File: src/rtl/exec_control_unit_pkg.sv
// exec_control_unit_pkg: widths, opcodes, instruction field positions and FSM states
package exec_control_unit_pkg;
  localparam int DATA_W = 16;
  localparam int ADDR_W = 4;
  localparam int INSTR_W = 24;
  localparam int OPC_LSB = 20;
  localparam int RD_LSB = 16;
  localparam int RS1_LSB = 12;
  localparam int RS2_LSB = 8;
  localparam logic [3:0] OP_NOP = 4'h0;
  localparam logic [3:0] OP_LOAD = 4'h1;
  localparam logic [3:0] OP_ADD = 4'h2;
  localparam logic [3:0] OP_SUB = 4'h3;
  localparam logic [3:0] OP_AND = 4'h4;
  localparam logic [3:0] OP_OR = 4'h5;
  localparam logic [3:0] OP_XOR = 4'h6;
  localparam logic [3:0] OP_SLT = 4'h7;
  localparam logic [3:0] OP_SHL = 4'h8;
  localparam logic [3:0] OP_SHR = 4'h9;
  localparam logic [3:0] OP_MUL = 4'hA;
  typedef enum logic [2:0] {IDLE, DECODE, EXEC, MUL_ITER, WB} state_t;
endpackage

File: src/rtl/exec_control_unit_if.sv
// exec_control_unit_if: instruction handshake plus register file read/write ports
interface exec_control_unit_if;
  import exec_control_unit_pkg::*;
  logic instr_valid;
  logic instr_ready;
  logic [INSTR_W-1:0] instr;
  logic [ADDR_W-1:0] read_reg_addr_1;
  logic [ADDR_W-1:0] read_reg_addr_2;
  logic [DATA_W-1:0] read_data_1;
  logic [DATA_W-1:0] read_data_2;
  logic reg_write;
  logic [ADDR_W-1:0] write_reg_addr;
  logic [DATA_W-1:0] write_data;
  logic done;
  logic illegal;
  modport master (
    output instr_valid, instr, read_data_1, read_data_2,
    input instr_ready, read_reg_addr_1, read_reg_addr_2, reg_write, write_reg_addr, write_data, done, illegal
  );
  modport slave (
    input instr_valid, instr, read_data_1, read_data_2,
    output instr_ready, read_reg_addr_1, read_reg_addr_2, reg_write, write_reg_addr, write_data, done, illegal
  );
endinterface

File: src/rtl/exec_control_unit_seq_multiplier.sv
// seq_multiplier: shift-add multiplier, one bit per cycle, low half of the product
module seq_multiplier #(
  parameter int W = 16
) (
  input  logic         clock,
  input  logic         reset,
  input  logic         start,
  input  logic [W-1:0] a,
  input  logic [W-1:0] b,
  output logic         busy,
  output logic         done,
  output logic [W-1:0] product
);
  localparam int CW = $clog2(W);
  logic [W-1:0] mcand, mplier, acc;
  logic [CW-1:0] cnt;
  assign done = busy && cnt == CW'(W - 1);
  // value the accumulator takes at the end of the current iteration
  assign product = acc + (mplier[0] ? mcand : '0);
  always_ff @(posedge clock or negedge reset) begin
    if (!reset) begin
      mcand <= '0;
      mplier <= '0;
      acc <= '0;
      cnt <= '0;
      busy <= 1'b0;
    end else if (start) begin
      mcand <= a;
      mplier <= b;
      acc <= '0;
      cnt <= '0;
      busy <= 1'b1;
    end else if (busy) begin
      acc <= product;
      mcand <= mcand << 1;
      mplier <= mplier >> 1;
      cnt <= cnt + 1'b1;
      busy <= !done;
    end
  end
endmodule

File: src/rtl/exec_control_unit.sv
// exec_control_unit: multi-cycle execute/write-back sequencer in front of the register file
module exec_control_unit
  import exec_control_unit_pkg::*;
(
  input logic clock,
  input logic reset,
  exec_control_unit_if.slave bus
);
  state_t state, next;
  logic [INSTR_W-1:0] ir;
  logic [DATA_W-1:0] op_a, op_b, alu, result, m_product;
  logic [ADDR_W-1:0] waddr, rd;
  logic [3:0] opc;
  logic bad, writes, m_busy, m_done;
  assign opc = ir[OPC_LSB +: 4];
  assign rd = ir[RD_LSB +: ADDR_W];
  assign bad = opc > OP_MUL;
  assign writes = opc != OP_NOP && !bad;
  seq_multiplier #(.W(DATA_W)) u_mul (
    .clock(clock), .reset(reset), .start(state == EXEC && opc == OP_MUL),
    .a(op_a), .b(op_b), .busy(m_busy), .done(m_done), .product(m_product)
  );
  always_comb begin
    next = state == IDLE     ? (bus.instr_valid ? DECODE : IDLE) :
           state == DECODE   ? EXEC :
           state == EXEC     ? (opc == OP_MUL ? MUL_ITER : WB) :
           state == MUL_ITER ? (m_done ? WB : MUL_ITER) : IDLE;
  end
  always_comb begin
    alu = '0;
    case (opc)
      OP_LOAD: alu = ir[DATA_W-1:0];
      OP_ADD:  alu = op_a + op_b;
      OP_SUB:  alu = op_a - op_b;
      OP_AND:  alu = op_a & op_b;
      OP_OR:   alu = op_a | op_b;
      OP_XOR:  alu = op_a ^ op_b;
      OP_SLT:  alu = {{(DATA_W-1){1'b0}}, $signed(op_a) < $signed(op_b)};
      OP_SHL:  alu = op_a << op_b[3:0];
      OP_SHR:  alu = op_a >> op_b[3:0];
      default: alu = '0;
    endcase
  end
  // result and destination only change when a write is issued, so they hold otherwise
  always_ff @(posedge clock or negedge reset) begin
    if (!reset) begin
      state <= IDLE;
      ir <= '0;
      op_a <= '0;
      op_b <= '0;
      result <= '0;
      waddr <= '0;
    end else begin
      state <= next;
      if (state == IDLE && bus.instr_valid) ir <= bus.instr;
      if (state == DECODE) begin
        op_a <= bus.read_data_1;
        op_b <= bus.read_data_2;
      end
      if (state == EXEC && writes && opc != OP_MUL) begin
        result <= alu;
        waddr <= rd;
      end
      if (state == MUL_ITER && m_done) begin
        result <= m_product;
        waddr <= rd;
      end
    end
  end
  assign bus.instr_ready = state == IDLE && !m_busy;
  assign bus.read_reg_addr_1 = ir[RS1_LSB +: ADDR_W];
  assign bus.read_reg_addr_2 = ir[RS2_LSB +: ADDR_W];
  assign bus.reg_write = state == WB && writes;
  assign bus.write_reg_addr = waddr;
  assign bus.write_data = result;
  assign bus.done = state == WB;
  assign bus.illegal = state == WB && bad;
endmodule

File: src/flat_wrapper.sv
// flat-port wrapper written by rule: the top's interface ports become plain ports
module exec_control_unit_flat import exec_control_unit_pkg::*;
  (clock, reset, bus_instr_valid, bus_instr, bus_read_data_1, bus_read_data_2, bus_instr_ready, bus_read_reg_addr_1, bus_read_reg_addr_2, bus_reg_write, bus_write_reg_addr, bus_write_data, bus_done, bus_illegal);
  exec_control_unit_if bus_i ();
  input logic clock;
  input logic reset;
  input wire logic [$bits(bus_i.instr_valid)-1:0] bus_instr_valid;
  input wire logic [$bits(bus_i.instr)-1:0] bus_instr;
  input wire logic [$bits(bus_i.read_data_1)-1:0] bus_read_data_1;
  input wire logic [$bits(bus_i.read_data_2)-1:0] bus_read_data_2;
  output wire logic [$bits(bus_i.instr_ready)-1:0] bus_instr_ready;
  output wire logic [$bits(bus_i.read_reg_addr_1)-1:0] bus_read_reg_addr_1;
  output wire logic [$bits(bus_i.read_reg_addr_2)-1:0] bus_read_reg_addr_2;
  output wire logic [$bits(bus_i.reg_write)-1:0] bus_reg_write;
  output wire logic [$bits(bus_i.write_reg_addr)-1:0] bus_write_reg_addr;
  output wire logic [$bits(bus_i.write_data)-1:0] bus_write_data;
  output wire logic [$bits(bus_i.done)-1:0] bus_done;
  output wire logic [$bits(bus_i.illegal)-1:0] bus_illegal;
  assign bus_i.instr_valid = bus_instr_valid;
  assign bus_i.instr = bus_instr;
  assign bus_i.read_data_1 = bus_read_data_1;
  assign bus_i.read_data_2 = bus_read_data_2;
  assign bus_instr_ready = bus_i.instr_ready;
  assign bus_read_reg_addr_1 = bus_i.read_reg_addr_1;
  assign bus_read_reg_addr_2 = bus_i.read_reg_addr_2;
  assign bus_reg_write = bus_i.reg_write;
  assign bus_write_reg_addr = bus_i.write_reg_addr;
  assign bus_write_data = bus_i.write_data;
  assign bus_done = bus_i.done;
  assign bus_illegal = bus_i.illegal;
  exec_control_unit u_core (.clock(clock), .reset(reset), .bus(bus_i));
endmodule
File: config.mk
export PLATFORM = sky130hd
export DESIGN_NAME = exec_control_unit_flat
export DESIGN_NICKNAME = d
export VERILOG_FILES = /design/src/rtl/exec_control_unit_pkg.sv /design/src/rtl/exec_control_unit_if.sv /design/src/rtl/exec_control_unit_seq_multiplier.sv /design/src/rtl/exec_control_unit.sv /design/src/flat_wrapper.sv
export SDC_FILE = /design/constraint.sdc
export NUM_CORES = 1
export LEC_CHECK = 0
export CAP_MARGIN = 0
export CORE_ASPECT_RATIO = 1.5
export CORE_UTILIZATION = 50
export DETAILED_ROUTE_END_ITERATION = 10
export GPL_TIMING_DRIVEN = 1
export PLACE_DENSITY_LB_ADDON = 0.12
export SYNTH_ARGS = -nofsm -noshare
export SYNTH_HDL_FRONTEND = slang
export SYNTH_SLANG_ARGS = --single-unit
File: constraint.sdc
create_clock -name clock -period 3.6 [get_ports clock]
set_input_delay 0.72 -clock clock [delete_from_list [all_inputs] [get_ports clock]]
set_output_delay 0.72 -clock clock [all_outputs]
set_load 0.03 [all_outputs]
Word-level counts from Yosys, hierarchy flattened
Cells that the tools add are included.

Register bits after elaboration: 132. Input port bits: 59. Output and inout bits: 32. Logic and storage cells: 78.

Add/subtract/negate cells: 4. Order comparisons: 2. Equal/unequal tests: 16. Shift operators: 2. Muxes and demuxes: 23. Bitwise logic cells: 3. Reduce and logical (&&, ||, !) cells: 17.

Operator list (count): $mux 16 (9); $pmux 16 s9 (1); $add 16x16->16 (2); $mux 3 (6); $and 16x16->16 (1); $eq 4x3->1 const B (4); $eq 4x4->1 const B (4); $lt 16x16->1 (1); $mux 4 (4); $or 16x16->16 (1); $shl 16x4->16 (1); $shr 16x4->16 (1); $sub 16x16->16 (1); $xor 16x16->16 (1); $logic_and 1x1->1 (10); $eq 4x2->1 const B (2); $eq 3x2->1 const B (2); $add 4x1->4 const B (1); $eq 4x1->1 const B (1); $gt 4x4->1 const B (1); $ne 4x4->1 const B (1); $reduce_bool 2->1 (2); $reduce_bool 4->1 (1); $eq 3x1->1 const B (1); other kinds (4) (8).

Logic depth before layout (Yosys ltp)
Depth after elaboration: 7. Mapped depth: 13. Depth with buffers taken out: 11.

Hierarchy
From an unflattened synthesis, not the netlist that was laid out.

Cell total of the unflattened synthesis: 1186. Area, all modules: 10415.0 µm².

By module, submodules not included: exec_control_unit (times used 1, cells each 849, area an instance 7173.1 µm², sequential area each 1976.9 µm²); seq_multiplier (times used 1, cells each 337, area an instance 3241.9 µm², sequential area each 1326.3 µm²).

Worst setup path before layout
Ideal clock, no wire load.

Path type: register -> register. Start point: register u_core.op_b[2]. End point: register u_core.result[12], in the netlist u_core.bus.write_data[12]. Arrival time: 2.954 ns. Required time: 3.469 ns. Slack: 0.514 ns. Stages on the path, launching flop included: 12. Period minus slack after synthesis: 3.086 ns. Path through: dfrtp_1 clkbuf_1 inv_2 buf_1 ha_1 nor2b_1 o31ai_2 a211oi_1 or3_1 a211oi_1 nor3_1 or3_1.

Word-level cells in the longest chain between the ends: 4. Elaborated cells on any way between the ends: 7. Classes of those cells: 2 x add/sub; 2 x shift; 3 x mux.

Ends and longest elaborated chain: start, declared (line exec_control_unit.sv:11) `logic [DATA_W-1:0] op_a, op_b, alu, result, m_product;`; start signal, assigned (line exec_control_unit.sv:58) `op_b <= bus.read_data_2;`; $sub 16x16->16 (tied with other cells) (line exec_control_unit.sv:34) `OP_SUB: alu = op_a - op_b;`; $pmux 16 s9 (*) (line exec_control_unit.sv:31) `case (opc)`; $mux 16 (*) (line exec_control_unit.sv:60) `if (state == EXEC && writes && opc != OP_MUL) begin`; $mux 16 (*) (line exec_control_unit.sv:64) `if (state == MUL_ITER && m_done) begin`; end signal, assigned (line exec_control_unit.sv:61) `result <= alu;`; end signal, assigned (line exec_control_unit.sv:65) `result <= m_product;`; end, declared (line exec_control_unit.sv:11).

Mark *: on every way between the ends. The rest lies on a longest branch, timed or not. The select of a mux whose other input is x is not followed. A chain may end at the register's enable or synchronous reset.

Final worst setup path
Start point: register u_core.op_a[4]. End point: register u_core.result[7], in the netlist u_core.bus.write_data[7].

Word-level cells in the longest chain between the ends: 4. Elaborated cells on any way between the ends: 7. Classes of those cells: 2 x add/sub; 2 x shift; 3 x mux.

Ends and longest elaborated chain: start, declared (line exec_control_unit.sv:11); start signal, assigned (line exec_control_unit.sv:57) `op_a <= bus.read_data_1;`; $sub 16x16->16 (tied with other cells) (line exec_control_unit.sv:34); $pmux 16 s9 (*) (line exec_control_unit.sv:31); $mux 16 (*) (line exec_control_unit.sv:60); $mux 16 (*) (line exec_control_unit.sv:64).

Marks and branches as above.

==> metrics <==
Tot Pwr=11.86 mW; Setup TNS Final=0 ns; Post-synth ARST share=100.0%; Syn Inst Count=1096; Critical Path Source Type=flip-flop; largest net degree at the start of global routing=96; Initial Util=51.34%; clock sinks=132; Vias per Instance=6.288; top sig layer=met4; Peak VDD IR=0.5995 mV; critical path arrival=3.58 ns; Netlist Area Pre-Place=9917 sq um; Setup WS pre-CTS=0.3485 ns; drc violations=0; Routed WL per cell=24.23 um; Max Slew Vio Count=0; count leader, synth=dfrtp_1; Leakage=4.996 nW; synthesized area per cell=9.048 sq um; RSZ-0062 raised after global routing=no; Top Ports=91; post-cts resize count=0; top cell type by total area after synthesis=dfrtp_1; worst endpoint required time=3.87 ns; Row Count=62; IO Port Bufs=90; met1 wire length=12880 um; Die W=117.0 um; worst-margin pin slew=0.9213 ns; FF-to-FF Start=u_core.op_a[4]; Area contributors post-synth=dfrtp_1 33%, ha_1 9.3%, mux2i_1 6.4%; Synth top cells by count=132 x dfrtp_1, 120 x nand2_1, 93 x o21ai_0, 82 x nor2_1, 74 x ha_1; synthesis warning total=0; Tmin final=3.314 ns; Post-Route WL=34560 um; top cell type's share of synthesized area=33.31%; Die Area=20410 sq um; register area share after synthesis=33.31%; # H-tree levels=4; iteration count of the initial detailed-routing pass=5; CP max FO=10; critical path startpoint=u_core.op_a[4]; Final setup viols=0; global-route wire length before repair=51980 um; post-DP HPWL=26240 um; Post-synth top flop=dfrtp_1; Area Overhead vs Synth=16.51%; clock root buffer=clkbuf_16; clock tree buffer depth=2; Detail Route Antenna Nets=0; cts bufs inserted=17; fin crit share=92.06%; Critical Setup Path Class=reg2reg; GRT Util Overall=35.38%; ANT cells=0; slew margin rel.=38.58%; CTS tree=built; initial antenna violation count=0; Post-Syn Nets=1232; CTS Hold Bufs=0; clock skew=0.006623 ns; vias in the first global route=8929; gr ovfl total=0; worst setup margin=0.2857 ns; met3 WL=1591 um; Yosys cell types=83; Max-Cap Viols=0; layout cell share with drive strength beyond 1=10.77%; Worst R2R Path Depth=9; met2 wire len=16900 um; Iteration-0 DRC Markers=745; Worst Hold Slack=0.3705 ns; Final GP Congestion=1.010; CP Capture Type=flip-flop; Worst-path clk slew=0.06 ns; HP Class=in2async; vias=8967; Final Hold Viols=0; Die Ht=174.5 um; flop and latch count out of synthesis=132; FMAX=0.3017 GHz; postcts setup bufs=0; fin nets=1294; total core area=19320 sq um; Post-synth EDFFs=0; clock latency on the worst-skew pair=0.43 ns; pwr/cell area=1026 nW/um^2; status=complete, no violations; Filler cells=1767
==> layout make-up <==
class,count,area (sq um),area share [%]
tap,256,320.3,2.772
multi-input combinational,838,6073,52.56
inverter,49,183.9,1.592
clock inverter,9,56.30,0.4873
clock buffer,22,464.2,4.017
timing repair buffer,120,1152,9.973
sequential,132,3304,28.60
==> report_power, final <==
part           leakage [nW]  switching, mW  internal, mW
Combinational          3.07           4.48          2.88
Sequential             1.67          0.831          2.11
Clock                 0.252          0.647         0.906
Total                  5.00           5.96          5.90
==> cell families (layout without fill, tap and decap cells) <==
| kind of cell | count (synthesis) | after routing | share of synthesized area (%) |
|---|---|---|---|
| simple gates | 308 | 308 | 14.31 |
| mux | 108 | 108 | 12.72 |
| xor+xnor | 19 | 19 | 1.678 |
| fa+ha+maj | 77 | 77 | 9.942 |
| flops | 132 | 132 | 33.31 |
| buf+inv | 126 | 200 | 5.602 |
| compound gates | 326 | 326 | 22.45 |
==> per-stage QoR <==
| step | area, sq um | cells | util [%] |
|---|---|---|---|
| after floorplan | 9917 | 1096 | - |
| after global placement | 11030 | 1395 | 57.13 |
| after detailed placement | 11030 | 1395 | 57.13 |
| after CTS | 11550 | 1426 | 59.82 |
| after global routing | 11550 | 1426 | 59.82 |
| final | 11550 | 1426 | 59.82 |
==> worst paths after layout <==
kind                                                  to  slack (ns)
worst max register to register  u_core.bus.write_data[7]        0.29
worst max-delay path            u_core.bus.write_data[7]        0.29
max in group asynchronous                 u_core.op_b[1]        2.51
worst min-delay path                u_core.u_mul.acc[11]        0.37
worst min register to register  u_core.bus.write_data[2]        0.50
min in group clock              u_core.bus.write_data[2]        0.50
==> registers in the layout, summed over array words and instances (netlist names) <==
| signal | flops |
|---|---|
| u_core.state | 3 |
| u_core.ir | 24 |
| u_core.u_mul.mplier | 16 |
| u_core.bus.write_data | 16 |
| u_core.u_mul.acc | 16 |
| u_core.op_b | 16 |
| u_core.u_mul.busy | 1 |
| u_core.u_mul.mcand | 16 |
| u_core.u_mul.cnt | 4 |
| u_core.op_a | 16 |
| u_core.bus.write_reg_addr | 4 |
==> worst max-delay path, cell delays in order (launching register included) <==
cell      delay [ns]
dfrtp_1         0.60
inv_1           0.15
ha_1            0.53
or3_1           0.18
o221ai_2        0.11
o41a_4          0.41
a221oi_1        0.29
o21ai_1         0.13
nor4_1          0.55
o221ai_1        0.21
==> placed cells by master, fill, tap and decap left out, types with 8 or more instances in the layout <==
cell type / synthesis / final
a21oi_1: 50 / 50
o21ai_1: 16 / 16
clkbuf_16: 0 / 17
mux2i_1: 63 / 63
nor2_1: 82 / 82
o211ai_1: 15 / 15
a22oi_1: 14 / 14
buf_4: 9 / 28
nand2_1: 120 / 120
mux2_2: 30 / 30
nand2b_1: 14 / 14
and2_1: 16 / 16
dfrtp_1: 132 / 131
a21o_1: 10 / 10
clkdlybuf4s50_1: 0 / 89
nand3_1: 15 / 15
nor3_1: 16 / 13
inv_1: 46 / 46
o21ai_0: 93 / 93
ha_1: 74 / 74
a221oi_1: 16 / 16
mux4_2: 9 / 9
a211oi_1: 18 / 18
o31ai_1: 8 / 8
a211o_1: 8 / 8
xnor2_1: 12 / 12
or3_1: 10 / 10
==> layer usage <==
metal	GRT usage, %	vias to the layer above
li1	-	4096
met1	39.49	4388
met2	57.94	353
met3	6.032	130
met4	29.06	0
met5	0	-
Note: power is estimated with default switching activity, not from simulation.
